**src/rtl/jk_mode_counter_if.sv**
```systemverilog
// Bus interface for jk_mode_counter.
// Carries the control/data inputs (en, mode, j, k, d) and the state outputs
// (q, qbar, tc, wrap). Clock and clear stay as plain ports on the block.
//   master : drives en/mode/j/k/d, observes q/qbar/tc/wrap (testbench or datapath)
//   slave  : the counter itself
interface jk_mode_counter_if #(
  parameter int unsigned WIDTH = 4
);
  logic             en;
  logic [1:0]       mode;
  logic [WIDTH-1:0] j;
  logic [WIDTH-1:0] k;
  logic [WIDTH-1:0] d;
  logic [WIDTH-1:0] q;
  logic [WIDTH-1:0] qbar;
  logic             tc;
  logic             wrap;

  modport master (
    output en, mode, j, k, d,
    input  q, qbar, tc, wrap
  );

  modport slave (
    input  en, mode, j, k, d,
    output q, qbar, tc, wrap
  );
endinterface

```
**src/rtl/jk_mode_counter.sv**
```systemverilog
// jk_mode_counter: WIDTH-bit register bank with per-bit J/K control that also
// runs as a modulo-MODULUS up/down counter with parallel load.
//
// Ports
//   clk  : rising-edge clock
//   clr  : asynchronous active-low clear, forces q=RESET_VAL and wrap=0
//   bus  : jk_mode_counter_if.slave
//            en   - synchronous enable, 0 holds q and drops wrap
//            mode - 00 JK, 01 up, 10 down, 11 load
//            j/k  - per-bit JK controls (mode 00)
//            d    - load data (mode 11), clamped to MODULUS-1
//            q    - registered state, qbar = ~q
//            tc   - terminal count (combinational from q and mode)
//            wrap - registered pulse, high the cycle after a wrap
//
// Build option: define JK_MODE_COUNTER_SAT_EN for a saturating counter. Up at
// the top and down at zero then hold q, and wrap flags each blocked step.
module jk_mode_counter #(
  parameter int unsigned WIDTH     = 4,
  parameter int unsigned MODULUS   = 16,
  parameter int unsigned RESET_VAL = 0
) (
  input  logic                 clk,
  input  logic                 clr,
  jk_mode_counter_if.slave     bus
);

  // Elaboration-time legality checks.
  if (WIDTH < 1 || WIDTH > 16) begin : g_bad_width
    $error("jk_mode_counter: WIDTH must be 1..16");
  end
  if (MODULUS < 2 || MODULUS > (2 ** WIDTH)) begin : g_bad_modulus
    $error("jk_mode_counter: MODULUS must be 2..2**WIDTH");
  end
  if (RESET_VAL >= MODULUS) begin : g_bad_reset
    $error("jk_mode_counter: RESET_VAL must be < MODULUS");
  end

  localparam logic [WIDTH-1:0] MaxVal = WIDTH'(MODULUS - 1);
  localparam logic [WIDTH-1:0] RstVal = WIDTH'(RESET_VAL);

  typedef enum logic [1:0] {
    ModeJk   = 2'b00,
    ModeUp   = 2'b01,
    ModeDown = 2'b10,
    ModeLoad = 2'b11
  } mode_e;

  logic [WIDTH-1:0] q_q, q_d;
  logic             wrap_q, wrap_d;
  mode_e            mode;

  assign mode = mode_e'(bus.mode);

  always_comb begin
    q_d    = q_q;
    wrap_d = 1'b0;
    if (bus.en) begin
      case (mode)
        // Per bit: 00 hold, 01 clear, 10 set, 11 toggle.
        ModeJk: q_d = (bus.j & ~q_q) | (~bus.k & q_q);
        ModeUp: begin
          // >= also catches out-of-range values left behind by JK mode.
          if (q_q >= MaxVal) begin
`ifdef JK_MODE_COUNTER_SAT_EN
            q_d = q_q;
`else
            q_d = '0;
`endif
            wrap_d = 1'b1;
          end else begin
            q_d = q_q + 1'b1;
          end
        end
        ModeDown: begin
          if (q_q == '0) begin
`ifdef JK_MODE_COUNTER_SAT_EN
            q_d = q_q;
`else
            q_d = MaxVal;
`endif
            wrap_d = 1'b1;
          end else if (q_q > MaxVal) begin
            // Out-of-range value re-enters the count range without a wrap.
            q_d = MaxVal;
          end else begin
            q_d = q_q - 1'b1;
          end
        end
        ModeLoad: q_d = (bus.d > MaxVal) ? MaxVal : bus.d;
        default:  q_d = q_q;
      endcase
    end
  end

  always_ff @(posedge clk or negedge clr) begin
    if (!clr) begin
      q_q    <= RstVal;
      wrap_q <= 1'b0;
    end else begin
      q_q    <= q_d;
      wrap_q <= wrap_d;
    end
  end

  assign bus.q    = q_q;
  assign bus.qbar = ~q_q;
  assign bus.wrap = wrap_q;
  assign bus.tc   = ((mode == ModeUp) && (q_q == MaxVal)) ||
                    ((mode == ModeDown) && (q_q == '0));

endmodule

```
**src/flat_wrapper.sv**
```systemverilog
// flat-port wrapper written by rule: the top's interface ports become plain ports
module jk_mode_counter_flat 
#(
  parameter int unsigned WIDTH     = 4,
  parameter int unsigned MODULUS   = 16,
  parameter int unsigned RESET_VAL = 0
)
  (clk, clr, bus_en, bus_mode, bus_j, bus_k, bus_d, bus_q, bus_qbar, bus_tc, bus_wrap);
  jk_mode_counter_if #(.WIDTH(WIDTH)) bus_i ();
  input  logic clk;
  input  logic clr;
  input wire logic [$bits(bus_i.en)-1:0] bus_en;
  input wire logic [$bits(bus_i.mode)-1:0] bus_mode;
  input wire logic [$bits(bus_i.j)-1:0] bus_j;
  input wire logic [$bits(bus_i.k)-1:0] bus_k;
  input wire logic [$bits(bus_i.d)-1:0] bus_d;
  output wire logic [$bits(bus_i.q)-1:0] bus_q;
  output wire logic [$bits(bus_i.qbar)-1:0] bus_qbar;
  output wire logic [$bits(bus_i.tc)-1:0] bus_tc;
  output wire logic [$bits(bus_i.wrap)-1:0] bus_wrap;
  assign bus_i.en = bus_en;
  assign bus_i.mode = bus_mode;
  assign bus_i.j = bus_j;
  assign bus_i.k = bus_k;
  assign bus_i.d = bus_d;
  assign bus_q = bus_i.q;
  assign bus_qbar = bus_i.qbar;
  assign bus_tc = bus_i.tc;
  assign bus_wrap = bus_i.wrap;
  jk_mode_counter #(.WIDTH(WIDTH), .MODULUS(MODULUS), .RESET_VAL(RESET_VAL)) u_core (.clk(clk), .clr(clr), .bus(bus_i));
endmodule
```
**config.mk**
```make
export PLATFORM = sky130hd
export DESIGN_NAME = jk_mode_counter_flat
export DESIGN_NICKNAME = d
export VERILOG_FILES = /design/src/rtl/jk_mode_counter_if.sv /design/src/rtl/jk_mode_counter.sv /design/src/flat_wrapper.sv
export SDC_FILE = /design/constraint.sdc
export NUM_CORES = 1
export LEC_CHECK = 0
export CAP_MARGIN = 10
export CELL_PAD_IN_SITES_DETAIL_PLACEMENT = 0
export CELL_PAD_IN_SITES_GLOBAL_PLACEMENT = 2
export CORE_ASPECT_RATIO = 1.75
export CORE_MARGIN = 2
export CORE_UTILIZATION = 20
export CTS_CLUSTER_SIZE = 25
export DETAILED_ROUTE_END_ITERATION = 8
export GPL_TIMING_DRIVEN = 0
export PLACE_DENSITY_LB_ADDON = 0.1
export RECOVER_POWER = 100
export SLEW_MARGIN = 20
export SYNTH_ARGS = -nofsm -noshare
export SYNTH_HDL_FRONTEND = slang
export SYNTH_SLANG_ARGS = --single-unit
export TNS_END_PERCENT = 50
```
**constraint.sdc**
```tcl
create_clock -name clk -period 2 [get_ports clk]
set_clock_uncertainty 0.1 [all_clocks]
set_input_delay 0.3 -clock clk [delete_from_list [all_inputs] [get_ports clk]]
set_output_delay 0.3 -clock clk [all_outputs]
set_load 0.02 [all_outputs]
```
* After elaboration in Yosys (flattened, before gate mapping)
Index checks and enable logic that the tools add are counted.
Widths: inputs -> output; s select.
** Operators by class
- Mux-type cells :: 9
- Reduce and logical (&&, ||, !) cells :: 5
- Add/subtract/negate cells :: 2
- Equality and inequality tests :: 4
- $lt $le $gt $ge :: 3
- Bitwise logic cells :: 5
** Operator list (count)
- $mux 4 :: 4
- $pmux 4 s4 :: 1
- $and 4x4->4 :: 2
- $gt 4x4->1 const B :: 2
- $not 4->4 :: 2
- $add 4x1->4 const B :: 1
- $eq 2x2->1 const B :: 2
- $eq 4x4->1 const B :: 1
- $ge 4x4->1 const B :: 1
- $logic_not 4->1 :: 1
- $or 4x4->4 :: 1
- $sub 4x1->4 const B :: 1
- $mux 1 :: 3
- $eq 2x1->1 const B :: 1
- $logic_and 1x1->1 :: 2
- $logic_not 2->1 :: 1
- $pmux 1 s2 :: 1
- $logic_or 1x1->1 :: 1
** Word-level totals
- Register bits after elaboration :: 5
- Output and inout port bits :: 10
- Word-level logic and storage cells :: 30
- Input port bits :: 17

* Logic depth before layout (Yosys ltp)
Gate-level depths: netlist (run 1).
- Depth after elaboration :: 4
- Gate-level depth with buffers :: 6
- Depth with buffers taken out :: 6

* Worst setup path after synthesis (run 1)
Ideal clock, no wire load.
- Path type :: flip-flop to flip-flop
- Start :: register u_core.q_q[0], in the netlist u_core.bus.q[0]
- End :: register u_core.q_q[3], in the netlist u_core.bus.q[3]
- Buffers on the path :: 0
- Stages on the path, launching flop included :: 7
- Setup time :: 0.130 ns
- Period minus slack after synthesis :: 1.882 ns
- Required time :: 1.770 ns
- Arrival :: 1.652 ns
- Slack :: 0.118 ns
- Path through :: dfrtp_1 -> inv_1 -> ha_1 -> o21ba_2 -> o21ai_0 -> a222oi_1 -> o31ai_1
** Between the ends
- Cells in the longest elaborated chain, start to end :: 4
- Elaborated cells on any way between the ends :: 9
- Classes of those cells :: add/sub (2); order compare (2); mux (4); reduce/logical (1)
** RTL lines
- start, declared :: line jk_mode_counter.sv:49 : logic [WIDTH-1:0] q_q, q_d;
- start signal, assigned :: line jk_mode_counter.sv:98 : q_q <= RstVal;
- start signal, assigned :: line jk_mode_counter.sv:101 : q_q <= q_d;
- $sub 4x1->4 / $gt 4x4->1 (equally long branches) :: line jk_mode_counter.sv:87, jk_mode_counter.sv:83
- $mux 4 :: line jk_mode_counter.sv:83 : end else if (q_q > MaxVal) begin
- $mux 4 :: line jk_mode_counter.sv:76 : if (q_q == '0) begin
- $pmux 4 s4 (*) :: line jk_mode_counter.sv:59 : case (mode)
Mark *: on every way between the ends. The rest lies on a longest branch, timed or not.
A chain may end at the register's enable or synchronous reset.

* Worst setup path after layout (run 1)
- Start :: input bus_mode[0]
- End :: output bus_tc
** Between the ends
- Cells in the longest elaborated chain, start to end :: 3
- Elaborated cells on any way between the ends :: 5
- Classes of those cells :: eq/ne (2); reduce/logical (3)
** RTL lines
- start, declared :: line flat_wrapper.sv:13 : input wire logic [$bits(bus_i.mode)-1:0] bus_mode;
- $eq 2x1->1 / $eq 2x2->1 (equally long branches) :: line jk_mode_counter.sv:109, jk_mode_counter.sv:110
- $logic_and 1x1->1 (on tied branches) :: line jk_mode_counter.sv:109, jk_mode_counter.sv:110
- $logic_or 1x1->1 (*) :: line jk_mode_counter.sv:109 : assign bus.tc = ((mode == ModeUp) && (q_q == MaxVal)) ||
- end, declared :: line flat_wrapper.sv:19 : output wire logic [$bits(bus_i.tc)-1:0] bus_tc;
Marks and branches as above.

==> impl_metrics.toml, run 1 <==
[die]
num_rows = 24
die_x_um = 42.8
coreArea_um2 = 2490
start_util_pct = 21.1
top_level_ports = 27
die_h_um = 71.8
die-area_um2 = 3070

[route]
wl_mm = 1.71
drc_errors = 0
viasPerCell = 4.94
drt_first_pass_iters = 4
antenna_left = 0
wire_per_inst_um = 14.3
drtIter0Drc = 22
vias = 588

[power_and_ir_drop]
power_leakage_nw = 0.371
power.switching_w = 0.000360
power_density_nw_per_um2 = 1020
power_report.internal_total_w = 0.000521
p_clk_share_pct = 21.4
seqPwrFrac_pct = 20.2
peakVddDrop_mv = 0.413
p_sw_share_pct = 40.9
pwr-share-comb_pct = 58.4

[clock_tree]
clockBufferDepth = 2
cts_made_buffers = 3
cts.clk_slew.worst_paths_ps = 40
hold_buffers = 0
cts.sinks = 5
cts_root_buffer = "clkbuf_8"
clock_latency_ps = 220
cts_tree = "built"
htree_levels = 1
postCtsSetupBuffers = 0

[logic_synthesis]
avgSynthCellArea_um2 = 8.34
yosysWarningCount = 0
synth_ff_type = "dfrtp_1"
synth_cell_type_count = 32
synth_edf_count = 0
synth_seq_area_share_pct = 23.8
synthCells = 63
syn_area_um2 = 526
synth_fp_nets = 86
synth_seq_cells = 5
async_flop_share_pct = 100

[timing]
setup_viol = 0
max_slew_margin_pct = 70.3
rsz0062_at_grt = "yes"
final.setup.tns_ps = 0
tightestPinTransition_ps = 445
finalWorstSetupSlack_ps = 41.3
period_share_pct = 97.9
period_needed_ps = 1960
finalMaxSlewViolations = 0
max_freq_mhz = 511
finalHoldViolCount = 0

[critical_path]
start_kind = "input port"
critPathKind = "input port to primary output"
arrival_ps = 1560
required_ps = 1600
end_kind = "primary output"
critPathMaxFanout = 5

[global_route]
grt_pass1_wl_mm = 2.77
grt_pass1_vias = 587
overflow = 0
antenna_found_initial = 0
grt_max_degree = 11
grt_usage_pct = 12.0

[worst_hold_path]
hold_path.class = "input port to async pin"

[cells_and_area]
final_nets = 117
n_fill_cell = 269
multi_input_area_um2 = 354
n_antenna_cell = 0
syn2layout_area_growth_pct = 64.5
drive_above_1_share_pct = 12.9
seq_area_um2 = 126
stdcell_area_um2 = 865

[run_status]
status = "finished, final reports clean"

[place]
place_ws_ps = -454
dp_hpwl_mm = 1.32
port_buffers = 26
placed_area_um2 = 818
gp_congestion = 0.769

[flow_run]
cap_violations = 0
## worst max-delay path, stage by stage
cell	delay, ps
clkdlybuf4s50_1	440
inv_1	100
ha_2	230
nand3_1	140
o21ai_1	180
buf_4	170
## cell type report
class	instances	share of cell area, %
well taps	26	3.76
flip-flops and latches	5	14.6
multi-input cells	48	41.0
repair buffers	26	29.8
inverters	7	3.04
plain buffers	3	2.60
clock buffers	4	5.21
## per-stage QoR
step	total power (W)	hold slack [ps]	util [%]	instances
2_1_floorplan	0.000495	-95.6	-	63
3_3_place_gp	0.000719	438	32.8	115
3_5_place_dp	0.000717	439	32.8	115
4_1_cts	0.000909	206	34.5	119
5_1_grt	0.000950	293	34.7	119
6_report	0.000882	274	34.7	119
## layout by cell type (no fill, tap or decap), drive strengths merged
master and instances:
o31ai 1, mux2i 1, dfrtp 5, nand3 5, o21ba 1, a22oi 1
buf 3, and2 1, dlygate4sd3 9, a21o 1, xor2 1, ha 6
o211ai 1, a222oi 1, o311ai 1, or2 1, nor2 2, clkdlybuf4s50 16
o21ai 5, inv 7, and3 1, o31a 1, nand2 4, nand4 1
nand4b 1, clkbuf 5, a32o 3, o221ai 1, nand2b 2, a21oi 5
## registers in the layout, summed over array words and instances, names as in the netlist
signal           count
u_core.bus.wrap      1
u_core.bus.q         4
## Yosys cell counts, drive strengths merged (2+ instances only)
library cell,number,share of area (%)
o21ai,5,4.8
ha,6,14
dfrtp,5,24
a32o,3,5.7
nand2b,2,3.8
nor2,2,1.4
nand3,5,4.8
nand2,4,2.9
buf,2,3.6
a21oi,5,4.8
inv,7,5.0
## what timing repair did
| action | in CTS | in global routing |
|---|---|---|
| cloned | 0 | 0 |
| endpoints found under the setup margin | 1 | 2 |
| resized for setup | 5 | 2 |
## worst paths after layout
path	startpoint	endpoint	slack [ps]	cells after the start
min in group clk	u_core.bus.q[2]$_DFFE_PN0P_	u_core.bus.q[2]$_DFFE_PN0P_	550	2
min reg2reg	u_core.bus.q[2]$_DFFE_PN0P_	u_core.bus.q[2]$_DFFE_PN0P_	550	2
max reg2reg	u_core.bus.q[1]$_DFFE_PN0P_	u_core.bus.q[3]$_DFFE_PN0P_	160	6
max in group asynchronous	clr	u_core.bus.q[0]$_DFFE_PN0P_	1310	1
max	bus_mode[0]	bus_tc	40	6
min	clr	u_core.bus.q[3]$_DFFE_PN0P_	270	1
## power by group through the flow
stage                     Clock [W]  Combinational [W]  Sequential [W]
after global placement            0           0.000538        0.000180
after detailed placement          0           0.000538        0.000179
after CTS                  0.000192           0.000538        0.000178
after floorplan                   0           0.000292        0.000204
after global routing       0.000202           0.000562        0.000187
final                      0.000189           0.000515        0.000178
## kinds of logic after synthesis
kind of cell             after synthesis  share of synthesized area (%)
AND/OR/NAND/NOR                       18                           19.3
adder cells (fa/ha/maj)                6                           14.3
AO/OA/AOI/OAI                         22                           29.8
XOR/XNOR                               1                           1.67
buffers and inverters                 10                           9.28
multiplexers                           1                           1.90
flip-flops                             5                           23.8
## routing by layer
metal	vias to the layer above	track usage, %	share of wire, %
met4	0	6.25	1.3
met1	270	14.6	42
met5	-	0	0
li1	292	-	-
met2	24	19.9	52
met3	2	1.76	5.2
Power figures use the tool's default switching activity.
==> run 2, diff against run 1 <==
--- a/config.mk
+++ b/config.mk
@@ -8,14 +8,13 @@
 export CAP_MARGIN = 10
 export CELL_PAD_IN_SITES_DETAIL_PLACEMENT = 0
 export CELL_PAD_IN_SITES_GLOBAL_PLACEMENT = 2
-export CORE_ASPECT_RATIO = 1.75
 export CORE_MARGIN = 2
-export CORE_UTILIZATION = 20
+export CORE_UTILIZATION = 31
 export CTS_CLUSTER_SIZE = 25
 export DETAILED_ROUTE_END_ITERATION = 8
+export DONT_BUFFER_PORTS = 1
 export GPL_TIMING_DRIVEN = 0
 export PLACE_DENSITY_LB_ADDON = 0.1
-export RECOVER_POWER = 100
 export SLEW_MARGIN = 20
 export SYNTH_ARGS = -nofsm -noshare
 export SYNTH_HDL_FRONTEND = slang
==> constraint.sdc (replaced) <==
create_clock -name clk -period 2 [get_ports clk]
set_clock_uncertainty 0.1 [all_clocks]
set_input_delay 0.5 -clock clk [delete_from_list [all_inputs] [get_ports clk]]
set_output_delay 0.5 -clock clk [all_outputs]
set_load 0.02 [all_outputs]
==> impl_metrics.toml, run 2 (same netlist as run 1, synthesis figures left out) <==
[clock_tree]
clockBufferDepth = 2
htree_levels = 1
cts.sinks = 5
cts_tree = "built"
cts.clk_slew.worst_paths_ps = 40
clock_latency_ps = 240
cts_made_buffers = 3
cts_root_buffer = "clkbuf_4"

[flow_run]
cap_violations = 0

[route]
route.layer.met1.wl_um = 590
routed.top_layer = "met3"
vias = 513
wire_per_inst_um = 16.9
antenna_left = 0
drc_errors = 0
wl_mm = 1.47
dr_wl_met3_um = 150
drtIter0Drc = 19
viasPerCell = 5.90
drt_first_pass_iters = 7
wl_met2_um = 724

[cells_and_area]
final_nets = 95
largest_register_ffs = 4
multi_input_area_um2 = 390
drive_above_1_share_pct = 28.2
syn2layout_area_growth_pct = 23.1
utilization_pct = 42.0
n_antenna_cell = 0
n_fill_cell = 165
most-common-layout-cells = "5 x a21oi_1, 4 x nand3_1, 4 x nand2_1, 4 x ha_1"
final_common_cell = "a21oi_1"
seq_area_um2 = 128
stdcell_count = 87

[timing]
final.setup.tns_ps = 0
finalMaxSlewViolations = 0
max_freq_mhz = 513
whs_ps = 418
setup_viol = 0
period_share_pct = 97.5
finalWorstSetupSlack_ps = 50.9
tightestPinTransition_ps = 381
max_slew_margin_pct = 74.6
finalHoldViolCount = 0
rsz0062_at_grt = "yes"
period_needed_ps = 1950

[critical_path]
required_ps = 1400
reg2reg_slack_ps = 110
slowest_stage = "dfrtp_2"
arrival_ps = 1350
timing.rr.end = "u_core.bus.q[3]$_DFFE_PN0P_"
end_kind = "primary output"
path_cells = "inv_4, ha_4, nand3_4, o21ai_4"
setup.worst_path.start = "u_core.bus.q[1]$_DFFE_PN0P_"
critPathMaxFanout = 8
max_stage_delay_ps = 500
reg2reg_from = "u_core.bus.q[1]$_DFFE_PN0P_"
critPathKind = "flip-flop to primary output"
start_kind = "flip-flop"
reg2regPathDepth = 7
crit_end = "bus_tc"

[place]
dp_hpwl_mm = 1.09
gp_congestion = 0.698
place_ws_ps = -222
dpl.cell_count = 79
port_buffers = 0

[global_route]
antenna_found_initial = 0
grt_max_degree = 11
grt_pass1_wl_mm = 2.37
overflow = 0
grt_pass1_vias = 503
grt_usage_pct = 16.5

[die]
coreArea_um2 = 1540
top_level_ports = 27
num_rows = 14
die_x_um = 45.2
die_h_um = 45.2
start_util_pct = 34.1
die-area_um2 = 2040

[power_and_ir_drop]
power_leakage_nw = 0.269
power_density_nw_per_um2 = 1170
peakVddDrop_mv = 0.651

[run_status]
status = "finished, final reports clean"

[worst_hold_path]
hold_path.class = "input port to flip-flop"
-- run 2: how the worst min path moves through the flow --
stage               cells past startpoint      from                     endpoint  slack (ps)
CTS                                     2  bus_k[1]  u_core.bus.q[1]$_DFFE_PN0P_         410
finish                                  2  bus_k[1]  u_core.bus.q[1]$_DFFE_PN0P_         420
global route                            2  bus_k[1]  u_core.bus.q[1]$_DFFE_PN0P_         440
floorplan                               0       clr  u_core.bus.q[0]$_DFFE_PN0P_         100
detailed placement                      0       clr  u_core.bus.q[3]$_DFFE_PN0P_         100
global placement                        0       clr  u_core.bus.q[2]$_DFFE_PN0P_         100
-- run 2: area by class of cell --
class	instances	share of cell area [%]
multi-input cells	48	60.3
clock buffers	4	4.06
repair buffers	4	4.45
flip-flops and latches	5	19.7
plain buffers	3	3.48
inverters	7	4.84
well taps	16	3.09
-- run 2: repair_timing --
action | 4_1_cts | 5_1_grt
setup buffers | 3 | 0
pin swaps | 2 | 2
endpoints found under the hold margin | 5 | 0
setup endpoints to repair | 3 | 2
hold buffers | 1 | 0
gates resized for setup | 12 | 1
-- run 2: power by group --
part,switching [W],internal [W]
registers,0.0000918,0.000134
clock network,0.0000381,0.0000752
logic,0.000238,0.000181
total,0.000368,0.000390
-- run 2: critical path: cells and delay by family (launching register included) --
kind / cells / cell delay [ps]
adder cells (fa/ha/maj): 1 / 160
buffers and inverters: 1 / 150
AND/OR/NAND/NOR: 1 / 80
flip-flops: 1 / 500
AO/OA/AOI/OAI: 1 / 220
-- run 2: layer usage --
metal / up-vias / global-route usage (%)
li1: 252 / -
met1: 240 / 20.0
met2: 21 / 27.1
met3: 0 / 8.00
met4: 0 / 1.76
met5: - / 0
-- run 2: per-stage QoR --
stage          total power [W]  area [um2]
3_5_place_dp          0.000564         546
2_1_floorplan         0.000495         526
5_1_grt               0.000825         647
4_1_cts               0.000767         644
3_3_place_gp          0.000568         546
6_report              0.000758         647
